===== src/rtl/pipeline_stall_controller.sv =====
// -----------------------------------------------------------------------------
// pipeline_stall_controller
//
// Central stall/flush sequencer for the 5-stage RV32IM pipeline. It arbitrates
// between data-memory wait, multi-cycle mul/div, taken branch/jump redirects
// and load-use hazards, and drives the write-enable and bubble/flush controls
// for the PC and every pipeline register. It also keeps a saturating count of
// cycles in which the PC was held, for performance checks.
//
// Request priority, highest first:
//   DMEM_BUSY > mul/div (start or wait) > branch redirect / flush > load-use
//
// Parameters:
//   FLUSH_CYCLES     cycles IF/ID is flushed and ID/EX bubbled per redirect (1..7)
//   MULDIV_TIMEOUT   stalled MULDIV_WAIT cycles before MULDIV_ERR is raised
//   STALL_CNT_WIDTH  width of STALL_COUNT
//
// Ports:
//   CLK              pipeline clock, all state changes on the rising edge
//   RESET            synchronous, active-high reset
//   LU_HAZARD        load in EX, dependent instruction in ID
//   BRANCH_TAKEN_EX  taken branch/jump resolved in EX (PC redirect this cycle)
//   MULDIV_START_EX  multi-cycle M-extension op entered EX this cycle
//   MULDIV_DONE      mul/div result valid this cycle
//   DMEM_BUSY        data memory not ready, freeze the whole pipeline
//   PC_WRITE_EN      PC update enable
//   IF_ID_WRITE_EN   IF/ID load enable       IF_ID_FLUSH    clear IF/ID to NOP
//   ID_EX_WRITE_EN   ID/EX load enable       ID_EX_BUBBLE   load NOP into ID/EX
//   EX_MEM_WRITE_EN  EX/MEM load enable      EX_MEM_BUBBLE  load NOP into EX/MEM
//   MEM_WB_WRITE_EN  MEM/WB load enable
//   MULDIV_ERR       sticky mul/div timeout flag, cleared only by RESET
//   STALL_COUNT      saturating count of cycles with PC_WRITE_EN=0
//   STATE            current FSM state (debug): 0 RUN, 1 MULDIV_WAIT, 2 FLUSH
// -----------------------------------------------------------------------------
module pipeline_stall_controller #(
  parameter int FLUSH_CYCLES    = 1,
  parameter int MULDIV_TIMEOUT  = 40,
  parameter int STALL_CNT_WIDTH = 16
) (
  input  logic                       CLK,
  input  logic                       RESET,
  input  logic                       LU_HAZARD,
  input  logic                       BRANCH_TAKEN_EX,
  input  logic                       MULDIV_START_EX,
  input  logic                       MULDIV_DONE,
  input  logic                       DMEM_BUSY,
  output logic                       PC_WRITE_EN,
  output logic                       IF_ID_WRITE_EN,
  output logic                       IF_ID_FLUSH,
  output logic                       ID_EX_WRITE_EN,
  output logic                       ID_EX_BUBBLE,
  output logic                       EX_MEM_WRITE_EN,
  output logic                       EX_MEM_BUBBLE,
  output logic                       MEM_WB_WRITE_EN,
  output logic                       MULDIV_ERR,
  output logic [STALL_CNT_WIDTH-1:0] STALL_COUNT,
  output logic [1:0]                 STATE
);

  // Timeout counter only has to reach MULDIV_TIMEOUT-1 before it fires.
  localparam int TO_W = (MULDIV_TIMEOUT > 1) ? $clog2(MULDIV_TIMEOUT) : 1;
  localparam logic [TO_W-1:0] TO_LAST     = TO_W'(MULDIV_TIMEOUT - 1);
  localparam logic [2:0]      FLUSH_RELOAD = 3'(FLUSH_CYCLES - 1);

  typedef enum logic [1:0] {
    ST_RUN         = 2'd0,
    ST_MULDIV_WAIT = 2'd1,
    ST_FLUSH       = 2'd2
  } state_e;

  // What the pipeline controls should do this cycle; decoded into the
  // individual enables below.
  typedef enum logic [2:0] {
    ACT_NONE,
    ACT_FREEZE,
    ACT_MULDIV_STALL,
    ACT_FLUSH,
    ACT_LOAD_USE
  } action_e;

  state_e          state;
  logic [2:0]      flush_cnt;
  logic [TO_W-1:0] to_cnt;
  action_e         action;

  // ---------------------------------------------------------------------------
  // Action selection: priority arbitration of the current state and requests.
  // ---------------------------------------------------------------------------
  always_comb begin
    // NOTE: every always_comb output gets a default first so no path through
    // the if/case can leave it unassigned and infer a latch.
    action = ACT_NONE;
    if (RESET) begin
      action = ACT_NONE;
    end else if (DMEM_BUSY) begin
      action = ACT_FREEZE;
    end else begin
      case (state)
        ST_RUN: begin
          // A mul/div start cycle keeps default controls so the op latches
          // into the EX unit; the stall begins next cycle.
          if (MULDIV_START_EX)      action = ACT_NONE;
          else if (BRANCH_TAKEN_EX) action = ACT_FLUSH;  // squashes the load-use victim
          else if (LU_HAZARD)       action = ACT_LOAD_USE;
        end
        ST_MULDIV_WAIT: begin
          // The done cycle runs with defaults so the result lands in EX/MEM.
          if (!MULDIV_DONE) action = ACT_MULDIV_STALL;
        end
        ST_FLUSH: begin
          if (!MULDIV_START_EX) action = ACT_FLUSH;
        end
        default: action = ACT_NONE;  // illegal encoding, recovers next edge
      endcase
    end
  end

  // ---------------------------------------------------------------------------
  // Control decode
  // ---------------------------------------------------------------------------
  always_comb begin
    PC_WRITE_EN     = 1'b1;
    IF_ID_WRITE_EN  = 1'b1;
    IF_ID_FLUSH     = 1'b0;
    ID_EX_WRITE_EN  = 1'b1;
    ID_EX_BUBBLE    = 1'b0;
    EX_MEM_WRITE_EN = 1'b1;
    EX_MEM_BUBBLE   = 1'b0;
    MEM_WB_WRITE_EN = 1'b1;
    unique case (action)
      ACT_FREEZE: begin
        PC_WRITE_EN     = 1'b0;
        IF_ID_WRITE_EN  = 1'b0;
        ID_EX_WRITE_EN  = 1'b0;
        EX_MEM_WRITE_EN = 1'b0;
        MEM_WB_WRITE_EN = 1'b0;
      end
      ACT_MULDIV_STALL: begin
        // Hold the front end and the op in EX; push NOPs into EX/MEM while
        // MEM/WB keeps draining the older instructions.
        PC_WRITE_EN    = 1'b0;
        IF_ID_WRITE_EN = 1'b0;
        ID_EX_WRITE_EN = 1'b0;
        EX_MEM_BUBBLE  = 1'b1;
      end
      ACT_FLUSH: begin
        // PC stays enabled so the redirect target is loaded.
        IF_ID_FLUSH  = 1'b1;
        ID_EX_BUBBLE = 1'b1;
      end
      ACT_LOAD_USE: begin
        PC_WRITE_EN    = 1'b0;
        IF_ID_WRITE_EN = 1'b0;
        ID_EX_BUBBLE   = 1'b1;
      end
      default: ;
    endcase
  end

  // ---------------------------------------------------------------------------
  // State, counters and sticky error
  // ---------------------------------------------------------------------------
  // NOTE: all sequential state uses non-blocking assignments so every register
  // samples pre-edge values regardless of statement order.
  always_ff @(posedge CLK) begin
    if (RESET) begin
      state       <= ST_RUN;
      flush_cnt   <= '0;
      to_cnt      <= '0;
      STALL_COUNT <= '0;
      MULDIV_ERR  <= 1'b0;
    end else begin
      if (!PC_WRITE_EN && (STALL_COUNT != '1)) begin
        STALL_COUNT <= STALL_COUNT + 1'b1;
      end

      if (!(state inside {ST_RUN, ST_MULDIV_WAIT, ST_FLUSH})) begin
        // Illegal encoding always recovers, even under a memory freeze.
        state     <= ST_RUN;
        flush_cnt <= '0;
        to_cnt    <= '0;
      end else if (!DMEM_BUSY) begin
        case (state)
          ST_RUN: begin
            if (MULDIV_START_EX) begin
              state  <= ST_MULDIV_WAIT;
              to_cnt <= '0;
            end else if (BRANCH_TAKEN_EX && (FLUSH_CYCLES > 1)) begin
              // The redirect cycle itself is the first flush cycle.
              state     <= ST_FLUSH;
              flush_cnt <= FLUSH_RELOAD;
            end
          end

          ST_MULDIV_WAIT: begin
            if (MULDIV_DONE) begin
              state  <= ST_RUN;
              to_cnt <= '0;
            end else if (to_cnt == TO_LAST) begin
              state      <= ST_RUN;
              to_cnt     <= '0;
              MULDIV_ERR <= 1'b1;
            end else begin
              to_cnt <= to_cnt + 1'b1;
            end
          end

          ST_FLUSH: begin
            if (MULDIV_START_EX) begin
              state     <= ST_MULDIV_WAIT;
              flush_cnt <= '0;
              to_cnt    <= '0;
            end else if (BRANCH_TAKEN_EX) begin
              flush_cnt <= FLUSH_RELOAD;
            end else if (flush_cnt <= 3'd1) begin
              state     <= ST_RUN;
              flush_cnt <= '0;
            end else begin
              flush_cnt <= flush_cnt - 1'b1;
            end
          end

          default: state <= ST_RUN;
        endcase
      end
    end
  end

  assign STATE = state;

endmodule


===== config.mk =====
export PLATFORM = sky130hd
export DESIGN_NAME = pipeline_stall_controller
export DESIGN_NICKNAME = d
export VERILOG_FILES = /design/src/rtl/pipeline_stall_controller.sv
export SDC_FILE = /design/constraint.sdc
export NUM_CORES = 1
export LEC_CHECK = 0
export ABC_AREA = 0
export CAP_MARGIN = 20
export CORE_ASPECT_RATIO = 1.1
export CORE_MARGIN = 5
export CORE_UTILIZATION = 44
export CTS_BUF_LIST = sky130_fd_sc_hd__clkbuf_8
export CTS_CLUSTER_DIAMETER = 150
export DETAILED_ROUTE_END_ITERATION = 12
export PLACE_DENSITY = 0.85
export SLEW_MARGIN = 20
export SYNTH_ARGS = -nofsm -noshare
export SYNTH_HDL_FRONTEND = slang
export SYNTH_SLANG_ARGS = --single-unit

===== constraint.sdc =====
create_clock -name CLK -period 2.3 [get_ports CLK]
set_clock_uncertainty 0.1 [all_clocks]
set_input_delay 0.23 -clock CLK [delete_from_list [all_inputs] [get_ports CLK]]
set_output_delay 0.23 -clock CLK [all_outputs]
set_load 0.02 [all_outputs]

==> flow_metrics.env, run 1 <==
export IMPL_status="finished, final reports clean"
export IMPL_cts_resized=2
export IMPL_required_ps=2370
export IMPL_post_synth_top_area_cell="dfxtp_1"
export IMPL_rrSetupSlack_ps=100
export IMPL_path_class="primary input to register"
export IMPL_h_tree_depth=1
export IMPL_worstSetupEndpointType="register"
export IMPL_synthTopCellsByArea="dfxtp_1 (38%), nor2_1 (5.0%), a21oi_1 (3.9%)"
export IMPL_die_area_um2=4070
export IMPL_cts_clk_slew_worst_paths_ps=80
export IMPL_multi_input_area_um2=741
export IMPL_synthArstFlopShare=0
export IMPL_yosys_register_bits=24
export IMPL_cellPowerDensity_nw_per_um2=481
export IMPL_grt_pass1_wl_um=5240
export IMPL_crit_path_start_kind="primary input"
export IMPL_track_usage=0.171
export IMPL_grt_pass1_vias=1129
export IMPL_synthTopCellsByCount="dfxtp_1 (24), nor2_1 (17), nand2_1 (13), a21oi_1 (10), nand3_1 (10)"
export IMPL_finalHoldViolCount=0
export IMPL_antenna_left=0
export IMPL_drive_above_1_share=0.111
export IMPL_power_uw=829
export IMPL_die_height_um=66.4
export IMPL_cts_sinks=24
export IMPL_setup_viol=0
export IMPL_synth_edf_count=0
export IMPL_yosys_warnings=0
export IMPL_nets=199
export IMPL_drt_wl_total_um=3180
export IMPL_grt_max_degree=20
export IMPL_antenna_found_initial=0
export IMPL_drt_iter0_markers=54
export IMPL_postCtsSetupBuffers=0
export IMPL_syn_area_per_cell_um2=8.49
export IMPL_io_buffers=32
export IMPL_cts_buffers=3
export IMPL_diodes=0
export IMPL_syn_num_nets=159
export IMPL_p_leak_uw=0.000617
export IMPL_timing_rr_start="STATE[0]"
export IMPL_holdCritPathClass="register to register"
export IMPL_synth_top_cell_area_share=0.377
export IMPL_fin_crit_sh=0.962
export IMPL_rsz0062_at_grt="no"
export IMPL_drv_slew=0
export IMPL_clk_path_buf_depth=2
export IMPL_cts_root_buf="clkbuf_8"
export IMPL_place_inst=218
export IMPL_syn2layout_area_growth_pct=35.5
export IMPL_maxCapViolations=0
export IMPL_whs_ps=377
export IMPL_clk_latency_ps=270
export IMPL_placed_cell_area_um2=1670
export IMPL_vdd_ir_drop_max_v=0.000277
export IMPL_globalplace_congestion=0.792
export IMPL_core_area_um2=2780
export IMPL_n_fill_cell=242
export IMPL_io_pins=34
export IMPL_wire_per_inst_um=14.3
export IMPL_tightest_slew_ps=646
export IMPL_crit_arrival_ps=2280
export IMPL_yosys_most_used_dff="dfxtp_1"
export IMPL_ctsHoldBuffers=0
export IMPL_viasPerCell=5.77
export IMPL_seqCellArea_um2=480
export IMPL_grt_remaining_overflow=0
export IMPL_crit_fanout=7
export IMPL_die_w_um=61.3
export IMPL_layout_min_cycle_time_ps=2210
export IMPL_min_from="MULDIV_ERR"
export IMPL_dr_pass1_iters=4
export IMPL_setup_worst_path_start="MULDIV_START_EX"
export IMPL_num_vias=1282
export IMPL_slew_headroom=0.558
export IMPL_yosysSeqAreaShare=0.377
export IMPL_synth_cell_types=44
export IMPL_fin_cells=222
export IMPL_drcViolationCount=0
export IMPL_start_util=0.459
export IMPL_fmax_ghz=0.452
export IMPL_syn_instance_count=150
export IMPL_num_rows=20
export IMPL_synth_most_common_cell="dfxtp_1"
export IMPL_detailed_place_hpwl_um=2380
export IMPL_synth_area_um2=1270
export IMPL_cts_tree="yes"
export IMPL_final_area_um2=1730
==> sequential cells by signal, summed over array words and instances (netlist names) <==
register and flops:
STATE 1, to_cnt 6, MULDIV_ERR 1, STALL_COUNT 16
==> worst paths after layout <==
kind / end / cells after the start
min reg2reg: MULDIV_ERR / 2
min: MULDIV_ERR / 2
max: STALL_COUNT[15] / 7
max reg2reg: STALL_COUNT[15] / 6
==> worst max-delay path: stages <==
cell and delay, ps:
clkdlybuf4s50_1 470, nor4_4 370, nand3b_4 160, a2111oi_0 660, buf_4 220, xnor2_1 110, nor2_1 50
==> layer usage <==
layer  up-vias  global-route usage  part of all wire
li1        623                   -                 -
met5         -                   0                 0
met2        57               0.279              0.48
met1       595               0.214              0.42
met4         0              0.0813             0.025
met3         7              0.0234             0.076
==> cell usage in the layout (no fill, tap or decap), drive strengths merged, types with 4 or more instances in the layout <==
cell type      netlist  layout
a21oi               10      10
buf                  5      10
clkbuf               2       4
clkdlybuf4s50        0      30
dfxtp               24      24
inv                  4       4
nand2               13      13
nand3               10      10
nand4                6       6
nor2                17      17
o21ai                5       5
xnor2                5       5
==> stage by stage <==
stage               utilization  setup slack, ps  TNS, ps
floorplan                     -              147        0
global route              0.621             17.0        0
CTS                       0.621             96.5        0
finish                    0.621             87.5        0
detailed placement        0.602             -139     -232
global placement          0.602            -32.6    -32.6
==> layout make-up <==
type / count / share of cell area
tap: 33 / 0.0239
timing repair buffer: 42 / 0.228
clock buffer: 4 / 0.0319
inverter: 4 / 0.00870
sequential: 24 / 0.278
multi-input combinational: 115 / 0.429
==> report_power, final <==
part           leakage (uW)  switching (uW)  internal, uW
Sequential         0.000194            8.08           421
Clock             0.0000288             138           153
Combinational      0.000394            57.9          50.6
==> kinds of logic after synthesis <==
| logic type | synth area share |
|---|---|
| and+or+nand+nor | 0.305 |
| AOI/OAI and AO/OA | 0.174 |
| DFF | 0.377 |
| buffers and inverters | 0.0413 |
| xor gates and xnor gates | 0.0481 |
| muxes | 0.0324 |
| adders and majority gates | 0.0196 |
| other | 0.00294 |
Note: power is estimated with default switching activity, not from simulation.
==> inputs of run 2 (changes only) <==
ABC_AREA = 1   (was 0)
CORE_MARGIN = 8   (was 5)
PLACE_DENSITY = 0.82   (was 0.85)
==> run 2 against run 1 <==
Against the previous run: clock power up 26%; register-to-register slack gained 270 ps; flip-flop and latch count did not move; synthesized cell count rose by 54%.
==> flow_metrics.env, run 2 <==
export IMPL_status="finished, final reports clean"
export IMPL_critPathSlowestCell="clkdlybuf4s50_1"
export IMPL_yosys_most_used_dff="dfxtp_1"
export IMPL_rsz0062_at_grt="no"
export IMPL_largest_register_ffs=16
export IMPL_final_common_cell="nand2_1"
export IMPL_multi_input_area_um2=862
export IMPL_core_area_um2=3300
export IMPL_synth_top_cell_area_share=0.318
export IMPL_pwr_share_seq=0.468
export IMPL_yosysSeqAreaShare=0.318
export IMPL_die_height_um=77.5
export IMPL_start_util=0.458
export IMPL_grt_pass1_vias=1442
export IMPL_routed_wl_met3_um=209
export IMPL_vdd_ir_drop_max_v=0.000433
export IMPL_seqCellArea_um2=480
export IMPL_num_rows=22
export IMPL_fmax_ghz=0.462
export IMPL_h_tree_depth=1
export IMPL_clkPwrFrac=0.401
export IMPL_p_leak_uw=0.000746
export IMPL_drv_slew=0
export IMPL_num_vias=1500
export IMPL_swShare=0.235
export IMPL_yosys_warnings=0
export IMPL_globalplace_congestion=0.866
export IMPL_cts_resized=0
export IMPL_yosys_register_bits=24
export IMPL_holdCritPathClass="register to register"
export IMPL_dr_pass1_iters=5
export IMPL_combPwrFrac=0.130
export IMPL_cts_sinks=24
export IMPL_crit_path_start_kind="primary input"
export IMPL_grt_max_degree=17
export IMPL_route_met2_wl_um=1730
export IMPL_critical_path_max_stage_delay_ps=610
export IMPL_viasPerCell=5.00
export IMPL_synthTopCellsByCount="nand2_1 (66), nor2_1 (31), inv_1 (26), dfxtp_1 (24), nand3_1 (15)"
export IMPL_drt_wl_total_um=3620
export IMPL_setup_viol=0
export IMPL_syn_area_per_cell_um2=6.55
export IMPL_maxCapViolations=0
export IMPL_syn_instance_count=231
export IMPL_path_delay_family="buffers and inverters"
export IMPL_required_ps=1970
export IMPL_cts_buffers=3
export IMPL_p_sw_uw=216
export IMPL_largest_register="STALL_COUNT"
export IMPL_cts_clk_slew_worst_paths_ps=90
export IMPL_fin_crit_sh=0.940
export IMPL_antenna_left=0
export IMPL_finalHoldViolCount=0
export IMPL_drcViolationCount=0
export IMPL_synthArstFlopShare=0
export IMPL_clk_path_buf_depth=2
export IMPL_io_buffers=32
export IMPL_worstSetupEndpointType="primary output"
export IMPL_cpMostUsedCell="clkdlybuf4s50_1"
export IMPL_track_usage=0.133
export IMPL_cts_root_buf="clkbuf_8"
export IMPL_layout_min_cycle_time_ps=2160
export IMPL_synthTopCellsByArea="dfxtp_1 (32%), nand2_1 (16%), nor2_1 (7.7%)"
export IMPL_postCtsSetupBuffers=0
export IMPL_ctsHoldBuffers=0
export IMPL_layout_common_cells="nand2_1 (66), clkdlybuf4s50_1 (32), nor2_1 (31), inv_1 (26), dfxtp_1 (24)"
export IMPL_synth_area_um2=1510
export IMPL_highest_layer="met4"
export IMPL_syn_num_nets=240
export IMPL_cellPowerDensity_nw_per_um2=479
export IMPL_post_synth_top_area_cell="dfxtp_1"
export IMPL_crit_fanout=8
export IMPL_grt_remaining_overflow=0
export IMPL_layout_core_utilization=0.580
export IMPL_synth_cell_types=29
export IMPL_cp_num_buf_inv=4
export IMPL_io_pins=34
export IMPL_drive_above_1_share=0.117
export IMPL_n_fill_cell=328
export IMPL_detailed_place_hpwl_um=2730
export IMPL_diodes=0
export IMPL_clk_latency_ps=270
export IMPL_syn2layout_area_growth_pct=26.7
export IMPL_crit_chain="clkdlybuf4s50_1 > inv_4 > nand4_1 > nand3_2 > inv_1 > clkdlybuf4s50_1"
export IMPL_synth_most_common_cell="nand2_1"
export IMPL_path_class="primary input to primary output"
export IMPL_drt_iter0_markers=78
export IMPL_synth_edf_count=0
export IMPL_wire_per_inst_um=12.1
export IMPL_p_int_uw=702
export IMPL_nets=274
export IMPL_crit_arrival_ps=1830
export IMPL_grt_pass1_wl_um=6220
export IMPL_met1_length_um=1650
export IMPL_place_inst=296
export IMPL_die_area_um2=5570
export IMPL_antenna_found_initial=0
export IMPL_die_w_um=71.9
export IMPL_cts_tree="yes"
export IMPL_setup_tns_ps=0
export IMPL_reg_top3="STALL_COUNT: 16 flops, to_cnt: 6 flops"
export IMPL_fin_cells=300
[run 2: changes by cell type after synthesis, sizes merged, moves of 4 or more]
cell / delta
nand3: +7
nand2: +60
a21oi: +7
nand4: +4
nor2: +17
inv: +24
[run 2: final timing paths]
kind | startpoint | cells after the start | endpoint | slack, ps
max reg2reg | STALL_COUNT[0] | 8 | STALL_COUNT[0] | 370
min | MULDIV_ERR | 2 | MULDIV_ERR | 380
min reg2reg | MULDIV_ERR | 2 | MULDIV_ERR | 380
max | RESET | 6 | IF_ID_WRITE_EN | 140
[run 2: power groups by stage]
stage / registers [uW] / clock network [uW] / logic, uW
after floorplan: 444 / 0 / 70.9
after global placement: 440 / 0 / 120
after detailed placement: 440 / 0 / 119
after CTS: 430 / 376 / 120
after global routing: 432 / 397 / 130
final: 430 / 368 / 120
[run 2: worst register-to-register path, delay by kind of cell (launching register included)]
family	cells	cell delay, ps
flops	1	450
buf+inv	1	140
fa+ha+maj	1	330
simple gates	6	810
[run 2: metal layers]
layer  up-vias  global-route usage
met2        36               0.221
met4         0              0.0429
li1        796                   -
met1       664               0.158
met5         -                   0
met3         4              0.0411
[run 2: cell type report]
| class | instances | share of cell area |
|---|---|---|
| clock inverters | 1 | 0.0157 |
| repair buffers | 36 | 0.183 |
| inverters | 28 | 0.0561 |
| multi-input cells | 172 | 0.450 |
| well taps | 36 | 0.0235 |
| flip-flops and latches | 24 | 0.251 |
| clock buffers | 3 | 0.0215 |
[run 2: per-stage QoR]
| step | setup slack [ps] | hold slack (ps) | total power [uW] | area, um2 |
|---|---|---|---|---|
| 6_report | 138 | 383 | 918 | 1920 |
| 4_1_cts | 125 | 387 | 927 | 1920 |
| 3_5_place_dp | 130 | 364 | 559 | 1850 |
| 5_1_grt | 43.2 | 416 | 959 | 1920 |
| 2_1_floorplan | 526 | 329 | 515 | 1510 |
| 3_3_place_gp | 163 | 354 | 559 | 1850 |
[run 2: cell families (layout without fill, tap and decap cells)]
family                     count (synthesis)  count (layout)  share of synthesized area
adders and majority gates                  2               2                     0.0165
AOI/OAI and AO/OA                         26              26                      0.108
xor gates and xnor gates                   7               7                     0.0405
other                                      1               1                    0.00248
buffers and inverters                     35              68                      0.112
DFF                                       24              24                      0.318
and+or+nand+nor                          136             136                      0.402
